===== config.mk =====
export PLATFORM = sky130hd
export DESIGN_NAME = systolic_sequencer
export DESIGN_NICKNAME = d
export VERILOG_FILES = /design/src/rtl/systolic_pkg.sv /design/src/rtl/systolic_sequencer_skew.sv /design/src/rtl/systolic_sequencer.sv
export SDC_FILE = /design/constraint.sdc
export NUM_CORES = 1
export LEC_CHECK = 0
export BUFFER_PORTS_ARGS = -buffer_cell sky130_fd_sc_hd__buf_2
export CORE_AREA = 2 2 62 64
export DETAILED_ROUTE_END_ITERATION = 10
export DIE_AREA = 0 0 64 66
export PLACE_DENSITY = 0.73
export SETUP_SLACK_MARGIN = 0.05
export SLEW_MARGIN = 20
export SYNTH_ARGS = -nofsm -noshare
export SYNTH_HDL_FRONTEND = slang
export SYNTH_HIERARCHICAL = 1
export SYNTH_SLANG_ARGS = --single-unit

===== constraint.sdc =====
create_clock -name clk -period 1.92 [get_ports clk]
set_input_delay 0.384 -clock clk [delete_from_list [all_inputs] [get_ports clk]]
set_output_delay 0.384 -clock clk [all_outputs]
set_load 0.05 [all_outputs]

===== src/rtl/systolic_pkg.sv =====
// Shared types and width helpers for the systolic array sequencer.
package systolic_pkg;

    typedef enum logic [2:0] {
        IDLE,
        CLEAR,
        COMPUTE,
        DRAIN,
        DONE
    } seq_state_t;

    // Step counter width: one bit wider than k_len, and never narrower than
    // what the longest window k_max + 2n - 2 needs.
    function automatic int t_width(input int k_max, input int n);
        int w;
        int need;
        w    = $clog2(k_max + 1) + 1;
        need = $clog2(k_max + 2 * n - 2 + 1);
        if (need > w) begin
            w = need;
        end
        return w;
    endfunction

endpackage


===== src/rtl/systolic_sequencer_skew.sv =====
// Turns one enable pulse into N copies, copy i delayed by i cycles, for the
// diagonal operand wavefront at the array edge.
module skew_enable_gen #(
    parameter int N = 4
) (
    input  logic         clk,
    input  logic         rst_n,
    input  logic         en_in,
    output logic [N-1:0] en_out
);

    generate
        if (N > 1) begin : g_shift
            logic [N-2:0] stage_q;
            logic [N-2:0] stage_d;

            always_comb begin
                stage_d[0] = en_in;
                for (int i = 1; i < N - 1; i++) begin
                    stage_d[i] = stage_q[i-1];
                end
            end

            always_ff @(posedge clk or negedge rst_n) begin
                if (!rst_n) begin
                    stage_q <= '0;
                end else begin
                    stage_q <= stage_d;
                end
            end

            assign en_out = {stage_q, en_in};
        end else begin : g_single
            assign en_out = en_in;
        end
    endgenerate

endmodule


===== src/rtl/systolic_sequencer.sv =====
// Sequencer for an NxN output-stationary systolic array: clear, skewed
// operand feed for k_len + 2N - 2 steps, then row-by-row result drain.
module systolic_sequencer
    import systolic_pkg::*;
#(
    parameter int N     = 4,
    parameter int K_MAX = 255,
    parameter int K_W   = $clog2(K_MAX + 1),
    parameter int S_W   = (N > 1) ? $clog2(N) : 1
) (
    input  logic           clk,
    input  logic           rst_n,
    input  logic           start,
    input  logic [K_W-1:0] k_len,
    output logic           busy,
    output logic           done,
    output logic           acc_rst,
    output logic           acc_en,
    output logic           shift_en,
    output logic [N-1:0]   row_rd_en,
    output logic [N-1:0]   col_rd_en,
    output logic           feed_zero,
    output logic [S_W-1:0] row_sel,
    output logic           out_valid,
    input  logic           out_ready
);

    localparam int T_W = t_width(K_MAX, N);
    localparam logic [T_W-1:0] SKEW = T_W'(2 * N - 2);
    localparam logic [S_W-1:0] LAST_ROW = S_W'(N - 1);

    seq_state_t     state_q, state_d;
    logic [K_W-1:0] k_q, k_d;
    logic [T_W-1:0] t_q, t_d;
    logic [S_W-1:0] row_sel_q, row_sel_d;
    logic [T_W-1:0] w_len;
    logic           feed_pulse;

    assign w_len      = T_W'(k_q) + SKEW;
    // Single k_len-long pulse; the skew generators delay it per row/column.
    assign feed_pulse = (state_q == COMPUTE) && (t_q < T_W'(k_q));

    always_comb begin
        state_d   = state_q;
        k_d       = k_q;
        t_d       = t_q;
        row_sel_d = row_sel_q;
        busy      = 1'b1;
        done      = 1'b0;
        acc_rst   = 1'b0;
        acc_en    = 1'b0;
        shift_en  = 1'b0;
        feed_zero = 1'b0;
        out_valid = 1'b0;
        case (state_q)
            IDLE: begin
                busy      = 1'b0;
                t_d       = '0;
                row_sel_d = '0;
                if (start) begin
                    k_d     = k_len;
                    state_d = CLEAR;
                end
            end
            CLEAR: begin
                acc_rst   = 1'b1;
                shift_en  = 1'b1;
                feed_zero = 1'b1;
                t_d       = '0;
                state_d   = (k_q == '0) ? DRAIN : COMPUTE;
            end
            COMPUTE: begin
                acc_en   = 1'b1;
                shift_en = 1'b1;
                if (t_q == w_len - T_W'(1)) begin
                    t_d     = '0;
                    state_d = DRAIN;
                end else begin
                    t_d = t_q + T_W'(1);
                end
            end
            DRAIN: begin
                out_valid = 1'b1;
                if (out_ready) begin
                    if (row_sel_q == LAST_ROW) begin
                        row_sel_d = '0;
                        state_d   = DONE;
                    end else begin
                        row_sel_d = row_sel_q + S_W'(1);
                    end
                end
            end
            DONE: begin
                done    = 1'b1;
                state_d = IDLE;
            end
            default: begin
                state_d = IDLE;
            end
        endcase
    end

    always_ff @(posedge clk or negedge rst_n) begin
        if (!rst_n) begin
            state_q   <= IDLE;
            k_q       <= '0;
            t_q       <= '0;
            row_sel_q <= '0;
        end else begin
            state_q   <= state_d;
            k_q       <= k_d;
            t_q       <= t_d;
            row_sel_q <= row_sel_d;
        end
    end

    assign row_sel = row_sel_q;

    skew_enable_gen #(.N(N)) u_row_skew (
        .clk    (clk),
        .rst_n  (rst_n),
        .en_in  (feed_pulse),
        .en_out (row_rd_en)
    );

    skew_enable_gen #(.N(N)) u_col_skew (
        .clk    (clk),
        .rst_n  (rst_n),
        .en_in  (feed_pulse),
        .en_out (col_rd_en)
    );

endmodule


After elaboration in Yosys (flattened, before gate mapping)
Index checks and enable logic that the tools add are counted.
{"block": "classes", "mux": 17, "n_eq_ne": 10, "n_reduce_logical": 10, "add_sub_neg": 4, "order_cmp": 1}
{"operator": "$pmux 9 s2", "count": 1}
{"operator": "$mux 3", "count": 4}
{"operator": "$pmux 3 s4", "count": 1}
{"operator": "$add 8x3->9 const B", "count": 1}
{"operator": "$add 9x1->9 const B", "count": 1}
{"operator": "$eq 9x9->1", "count": 1}
{"operator": "$lt 9x8->1", "count": 1}
{"operator": "$mux 9", "count": 1}
{"operator": "$sub 9x1->9 const B", "count": 1}
{"operator": "$logic_not 8->1", "count": 1}
{"operator": "$mux 1", "count": 7}
{"operator": "$eq 3x2->1 const B", "count": 2}
{"operator": "$ne 2x2->1 const B", "count": 3}
{"operator": "$mux 2", "count": 2}
{"operator": "$pmux 2 s2", "count": 1}
{"operator": "$reduce_and 2->1", "count": 2}
{"operator": "$reduce_and 4->1", "count": 1}
{"operator": "$reduce_bool 2->1", "count": 2}
{"operator": "$reduce_or 2->1", "count": 2}
{"operator": "$eq 3x1->1 const B", "count": 1}
{"operator": "$eq 3x3->1 const B", "count": 1}
{"operator": "$logic_not 3->1", "count": 1}
{"operator": "$add 2x1->2 const B", "count": 1}
{"operator": "$eq 2x2->1 const B", "count": 1}
{"operator": "2 further kinds", "count": 2}
{"block": "word_totals", "input_bits": 12, "ff_bits": 28, "out_inout_bits": 17, "wordCells": 48}

Depth between registers and ports, before layout
Gate-level depths: netlist of the first run.
{"block": "logic_depth", "ltp_word": 5, "ltp_mapped": 9, "depth_no_buf": 8}

Modules after synthesis
The synthesis of the first run kept the hierarchy.
{"mod": "systolic_sequencer", "area_each_um2": 1557.7, "instances": 1, "cells_each": 183, "seq_area_each_um2": 550.5}
{"mod": "skew_enable_gen", "area_each_um2": 82.6, "instances": 2, "cells_each": 4, "seq_area_each_um2": 75.1}

Worst setup path before layout of the first run
OpenSTA, ideal clock, no wires.
{"block": "synth_path", "kind": "register to output", "startpoint": "register state_q[2]", "endpoint": "output col_rd_en[0]", "t_required_ns": 1.536, "n_path_buf": 3, "setup_slack_ns": -0.638, "arrival_time_ns": 2.174, "stages_incl_launch_ff": 7, "path_cell_list": "dfrtp_1 > clkbuf_1 > nor3b_1 > clkbuf_1 > nand3_1 > a31oi_1 > buf_4"}
{"block": "synth_via", "elab_chain_cells": 2}
{"element": "from (decl)", "line": "systolic_sequencer.sv:32", "rtl": "seq_state_t state_q, state_d;"}
{"element": "from (signal assigned)", "line": "systolic_sequencer.sv:110", "rtl": "state_q <= state_d;"}
{"element": "$eq 3x2->1", "line": "systolic_sequencer.sv:41", "rtl": "assign feed_pulse = (state_q == COMPUTE) && (t_q < T_W'(k_q));"}
{"element": "$logic_and 1x1->1", "line": "systolic_sequencer.sv:41"}
{"element": "to (decl)", "line": "systolic_sequencer.sv:21", "rtl": "output logic [N-1:0] col_rd_en,"}
No other way between the ends.

Final worst setup path of the first run
{"block": "layout_path", "startpoint": "register k_q[1]", "endpoint": "output col_rd_en[0]"}
{"block": "layout_via", "elab_chain_cells": 2}
{"element": "from (decl)", "line": "systolic_sequencer.sv:33", "rtl": "logic [K_W-1:0] k_q, k_d;"}
{"element": "from (signal assigned)", "line": "systolic_sequencer.sv:111", "rtl": "k_q <= k_d;"}
{"element": "$lt 9x8->1", "line": "systolic_sequencer.sv:41"}
{"element": "$logic_and 1x1->1", "line": "systolic_sequencer.sv:41"}
No other way between the ends.

==> results of run 1 <==
worst register-to-register path, delay by kind of cell (launching register included):
family | cells | cell delay [ns]
muxes | 1 | 0.09
AOI/OAI and AO/OA | 2 | 0.45
buffers and inverters | 1 | 0.14
DFF | 1 | 0.45
and+or+nand+nor | 4 | 0.80
adders and majority gates | 1 | 0.18
final cells by class:
class,count,area share [%]
Clock inverter,1,1.18
Sequential cell,28,27.8
Tap cell,48,2.36
Inverter,13,1.92
Multi-Input combinational cell,140,45.1
Timing Repair Buffer,71,20.8
Clock buffer,3,0.884
timing repair:
action,4_1_cts,5_1_grt
pin swaps,4,14
setup endpoints to repair,18,16
buffers inserted,8,4
gates resized for setup,22,32
cloned,1,0
cells in the mapped netlist (4+ instances only):
cell type	instances
a31oi_1	6
xnor2_1	4
xor2_1	5
ha_1	12
inv_1	11
o21ai_1	12
a21oi_1	9
clkbuf_1	7
nor2_1	12
nand2_1	18
dfrtp_1	28
nand3_1	15
metrics by stage:
| stage | hold slack [ns] | total power, mW | instance area, sq um | setup TNS, ns |
|---|---|---|---|---|
| final | 0.0329 | 4.99 | 2550 | -3.04 |
| after global routing | 0.0821 | 5.28 | 2550 | -4.19 |
| after CTS | 0.0514 | 4.44 | 2360 | -3.49 |
| after detailed placement | 0.358 | 3.72 | 2160 | -2.67 |
| after global placement | 0.352 | 3.66 | 2160 | -1.74 |
| after floorplan | 0.0884 | 2.93 | 1790 | -0.407 |
worst paths after layout:
kind	startpoint	end	slack, ns	depth (start not counted)
worst min-delay path	rst_n	t_q[2]$_DFFE_PN0P_	0.03	1
min in group clk	k_len[2]	k_q[2]$_DFFE_PN0P_	0.22	3
worst min register to register	u_col_skew/g_shift.stage_q[1]$_DFF_PN0_	u_col_skew/g_shift.stage_q[2]$_DFF_PN0_	0.39	0
worst max-delay path	k_q[1]$_DFFE_PN0P_	col_rd_en[0]	-0.56	9
worst max register to register	k_q[1]$_DFFE_PN0P_	t_q[3]$_DFFE_PN0P_	-0.29	9
max in group asynchronous	rst_n	state_q[0]$_DFFE_PN0P_	1.41	1
metal layers:
layer  wire (um)  up-vias
met5           0        -
met4          93        0
met3         292       12
met2        2350       65
met1        2020      814
li1            -      816
kinds of logic after synthesis:
| kind of cell | after synthesis | share of synthesized area [%] |
|---|---|---|
| AO/OA/AOI/OAI | 43 | 15.6 |
| AND/OR/NAND/NOR | 71 | 22.1 |
| multiplexers | 4 | 2.40 |
| XOR/XNOR | 9 | 4.57 |
| adder cells (fa/ha/maj) | 12 | 8.71 |
| buffers and inverters | 24 | 5.88 |
| flip-flops | 28 | 40.7 |
sequential cells by signal, indices dropped and copies added, names as in the netlist:
name / cells
t_q: 9
u_row_skew/g_shift.stage_q: 3
state_q: 3
k_q: 8
row_sel: 2
u_col_skew/g_shift.stage_q: 3
where the power goes:
part	internal [mW]	leakage [nW]	switching, mW	total, mW
clock	0.211	0.0279	0.200	0.412
sequential	0.812	0.344	0.180	0.992
combinational	1.47	0.811	2.12	3.59
==> impl_metrics.tcl, run 1 <==
set metrics [dict create \
    post_synth_inst_count 191 \
    grt_max_degree 29 \
    hold_violations 0 \
    synth_edf_count 0 \
    gr-total-overflow 0 \
    cts_tree "yes" \
    ys_seq_area_share_pct 40.7 \
    post-place-ws_ns -0.305 \
    period_share_pct 129 \
    crit_fanout 3 \
    clk_path_buf_depth 2 \
    ys_types 45 \
    drt-pass1-iter-count 4 \
    initial_core_util_pct 48.5 \
    cp-start-kind "flop" \
    area_growth_pct 47.9 \
    skew_ns 0.00756 \
    yosys-top-cells-area "dfrtp_1, ha_1, nand3_1, nand2_1, o21ai_1" \
    ctsHoldBuffers 0 \
    grt_pass1_wl_mm 7.40 \
    cp-end-kind "output pin" \
    max_freq_ghz 0.403 \
    cpMaxStageDelayCell "dfrtp_2" \
    coreArea_sq_um 3550 \
    path_class "flop to output pin" \
    status "finished, violations left" \
    grt_pass1_vias 1591 \
    root_buffer "clkbuf_4" \
    netlist.area_leader.share_pct 40.7 \
    multiInputGateArea_sq_um 1150 \
    fp.dieH_um 66 \
    globalRouteMet2Util_pct 37.4 \
    dr.first_iter.drc_count 146 \
    cts_sinks 28 \
    hpwl_mm 3.16 \
    routabilityCongestion 0.949 \
    ios 29 \
    drive_gt1_share_pct 45.3 \
    cts_buffers 3 \
    crit_arrival_ns 2.10 \
    ir_drop_uv 1200 \
    port_buffers 28 \
    drc_errors 0 \
    power_density_nw_per_um2 1960 \
    ys_ff_latch 28 \
    ys_warn_count 6 \
    clock_latency_ns 0.35 \
    ant_nets 0 \
    failed_checks "setup timing" \
    vias 1707 \
    maxCapViolations 0 \
    die_area_sq_um 4220 \
    fin_cells 304 \
    antenna_found_initial 0 \
    cts-htree-levels 1 \
    worst_slack_ns -0.563 \
    clkTransAtPathRegs_ns 0.17 \
    final_cell_mix "buf_4, dfrtp_1, buf_2" \
    std_cell_rows 22 \
    rsz0062_at_grt "true" \
    total_leakage_power_nw 1.18 \
    critPathBufInv 2 \
    min_path_type "input port to asynchronous set/reset pin" \
    antenna_cells 0 \
    top_usage_layer "met2" \
    grt_usage_pct 22.7 \
    met3_usage_pct 2.39 \
    cp.required_ns 1.54 \
    final_util_pct 71.7 \
    dp.cells 287 \
    drt_wl_total_mm 4.76 \
    yosysTopAreaCell "dfrtp_1" \
    cp_slowest_stage_delay_ns 0.45 \
    crit_chain "inv_2, ha_4, nor2b_4, o21ai_1, nand2b_1, a21oi_2, o21ai_2, a31oi_4, buf_6" \
    syn_area_sq_um 1720 \
    vias_per_cell 5.62 \
    slew-limit-headroom_pct 55.6 \
    syn_nets 215 \
    avgRoutedWirePerCell_um 15.6 \
    setup_viol 12 \
    fin_nets 281 \
    syn_area_per_cell_sq_um 9.02 \
    async_reset_ff_share_pct 100 \
    drv_slew 0 \
    final_common_cell "buf_4" \
    worst_slew_pin_slew_ns 0.667 \
    fill_cells 238 \
    grt.met1_usage_pct 30.2 \
    seq_area_sq_um 707 \
    critPathTopFamily "compound AO/OA/AOI/OAI gates" \
    fin_crit_ns 2.48 \
    synthFlopType "dfrtp_1" \
    fp.dieW_um 64 \
]
Note: power is estimated with default switching activity, not from simulation.
==> run 2, diff against run 1 <==
- ABC_AREA: not set -> 1
==> run 2 against run 1 <==
  * Global-route usage down 1.2 points
  * Via count down 0.64%
  * Clock power barely moved
  * Clock skew barely moved
  * Sequential power down 5.3%
  * Non-clock buffer count fell by 7
  * Largest cell class unchanged
  * Core utilization rose by 0.95 points
  * The run still ends with setup timing left
  * Cell area grew 1.3%
  * Die area is the same
  * Synthesized cell count rose by 16%
==> impl_metrics.tcl, run 2 <==
set metrics [dict create \
    initial_core_util_pct 48.3 \
    dr.first_iter.drc_count 51 \
    worst_slack_ns -0.426 \
    reg.largest.list "t_q x9, k_q x8" \
    vias_per_cell 5.09 \
    maxCapViolations 0 \
    root_buffer "clkbuf_4" \
    clock_latency_ns 0.35 \
    cp_slowest_stage_delay_ns 0.46 \
    fill_cells 260 \
    cts_tree "yes" \
    drt_wl_total_mm 4.73 \
    largest_reg_flops 9 \
    path_class "flop to output pin" \
    crit_chain "ha_4, nand2_2, nor2_4, nand2_2, nor2_2, a2111oi_4, buf_6" \
    dpl_cell_area_sq_um 2120 \
    drt-pass1-iter-count 4 \
    clk_path_buf_depth 2 \
    cp.required_ns 1.54 \
    grt_usage_pct 21.5 \
    drc_errors 0 \
    synthTopCellsByCount "nand2_1, dfrtp_1, inv_1, nor2_1, nand3_1" \
    failed_checks "setup timing" \
    gr-total-overflow 0 \
    status "finished, violations left" \
    async_reset_ff_share_pct 100 \
    avgRoutedWirePerCell_um 14.2 \
    grt_max_degree 29 \
    ctsHoldBuffers 0 \
    min_path_type "input port to asynchronous set/reset pin" \
    ant_nets 0 \
    antenna_cells 0 \
    p_sw_mw 2.36 \
    worst_slew_pin_slew_ns 0.638 \
    hold_violations 0 \
    slew-limit-headroom_pct 57.5 \
    fp.dieH_um 66 \
    final_cell_mix "nand2_1, buf_4, dfrtp_1" \
    fin_nets 310 \
    finalPower_mw 4.59 \
    final_util_pct 72.7 \
    syn_nets 246 \
    ios 29 \
    routabilityCongestion 0.834 \
    port_buffers 28 \
    post_synth_inst_count 222 \
    ys_warn_count 6 \
    clkTransAtPathRegs_ns 0.17 \
    die_area_sq_um 4220 \
    syn_area_sq_um 1720 \
    max_freq_ghz 0.426 \
    fin_crit_ns 2.35 \
    power_density_nw_per_um2 1780 \
    period_share_pct 122 \
    cp-end-kind "output pin" \
    area_growth_pct 50.5 \
    p_seq_share_pct 20.4 \
    final_common_cell "nand2_1" \
    coreArea_sq_um 3550 \
    synth_edf_count 0 \
    synthFlopType "dfrtp_1" \
    cts_sinks 28 \
    switching_share_pct 51.3 \
    p_int_mw 2.24 \
    pwr-share-comb_pct 70.7 \
    ys_ff_latch 28 \
    vias 1696 \
    yosys-top-cells-area "dfrtp_1, nand2_1, ha_1, inv_1, nand3_1" \
    drv_slew 0 \
    skew_ns 0.00796 \
    total_leakage_power_nw 1.22 \
    yosysTopAreaCell "dfrtp_1" \
    yosysMostFrequentCell "nand2_1" \
    crit_fanout 3 \
    cts-htree-levels 1 \
    clockPowerShare_pct 8.9 \
    grt_pass1_wl_mm 6.98 \
    cp-start-kind "flop" \
    crit_arrival_ns 1.96 \
    cpMaxStageDelayCell "dfrtp_1" \
    ir_drop_uv 1160 \
    setup_viol 4 \
    grt_pass1_vias 1593 \
    netlist.area_leader.share_pct 40.8 \
    cts_buffers 3 \
    regMostFlops "t_q" \
    timing.hold.ws_ns 0.0261 \
    critPathMostFrequentCell "nand2_2" \
    syn_area_per_cell_sq_um 7.73 \
    rsz0062_at_grt "true" \
    drive_gt1_share_pct 47.7 \
    std_cell_rows 22 \
    hpwl_mm 3.04 \
    antenna_found_initial 0 \
    ys_types 31 \
    finish.instance_area_sq_um 2580 \
    fp.dieW_um 64 \
    ys_seq_area_share_pct 40.8 \
]
## run 2: changes by cell type after synthesis, moves of 4 or more
cell      previous run  this run
nand2_1             18        54
inv_1               11        28
nor2_1              12        23
a21oi_1              9        15
o21ai_0              2         6
clkbuf_1             7         1
o21ai_1             12         2
a31oi_1              6         0
## run 2: cells by family after synthesis
| logic type | after synthesis | share of synthesized area, % |
|---|---|---|
| AO/OA/AOI/OAI | 30 | 9.70 |
| flip-flops | 28 | 40.8 |
| XOR/XNOR | 7 | 3.57 |
| AND/OR/NAND/NOR | 110 | 28.4 |
| adder cells (fa/ha/maj) | 12 | 8.75 |
| buffers and inverters | 35 | 8.75 |
## run 2: what timing repair did
action | in CTS | in global routing
pin swaps | 10 | 23
endpoints found under the setup margin | 16 | 21
gates resized for setup | 29 | 62
buffers inserted | 3 | 7
## run 2: layout make-up
| type | instances | area (sq um) | area share (%) |
|---|---|---|---|
| clock buffer | 3 | 22.5 | 0.873 |
| clock inverter | 1 | 30.0 | 1.16 |
| sequential | 28 | 704 | 27.3 |
| timing repair buffer | 64 | 474 | 18.4 |
| inverter | 30 | 115 | 4.46 |
| tap | 48 | 60.1 | 2.33 |
| multi-input combinational | 159 | 1170 | 45.5 |
## run 2: per-stage QoR
stage               setup TNS, ns  worst slack (ns)  instances
floorplan                  -0.379            -0.125        222
finish                     -0.856            -0.426        333
global route                -2.34            -0.498        333
global placement           -0.247            -0.124        320
CTS                        -0.876            -0.438        327
detailed placement         -0.372            -0.186        320
## run 2: final timing paths
kind | cells past startpoint | end | startpoint | slack [ns]
min in group clk | 3 | k_q[5]$_DFFE_PN0P_ | k_len[5] | 0.27
max | 7 | row_rd_en[0] | t_q[7]$_DFFE_PN0P_ | -0.43
min | 1 | k_q[3]$_DFFE_PN0P_ | rst_n | 0.03
min reg2reg | 0 | u_col_skew/g_shift.stage_q[2]$_DFF_PN0_ | u_col_skew/g_shift.stage_q[1]$_DFF_PN0_ | 0.39
max reg2reg | 14 | t_q[3]$_DFFE_PN0P_ | k_q[4]$_DFFE_PN0P_ | 0
max in group asynchronous | 1 | state_q[2]$_DFFE_PN0P_ | rst_n | 1.45
## run 2: power by group through the flow
stage          sequential, mW  combinational [mW]  clock [mW]
2_1_floorplan            1.21                1.44           0
3_3_place_gp            0.921                2.36           0
3_5_place_dp            0.935                2.40           0
4_1_cts                 0.923                2.67       0.408
5_1_grt                 0.960                3.52       0.431
6_report                0.939                3.25       0.410
## run 2: critical path, delay by kind of cell (launching register included)
family | cells | cell delay (ns)
AO/OA/AOI/OAI | 1 | 0.36
adder cells (fa/ha/maj) | 1 | 0.25
buffers and inverters | 1 | 0.22
flip-flops | 1 | 0.46
AND/OR/NAND/NOR | 4 | 0.31
## run 2: per-layer routing
layer / track usage, % / vias up / routed length, um
li1: - / 841 / -
met1: 26.9 / 813 / 1920
met2: 40.0 / 36 / 2610
met3: 1.53 / 6 / 139
met4: 5.71 / 0 / 58
met5: 0 / - / 0
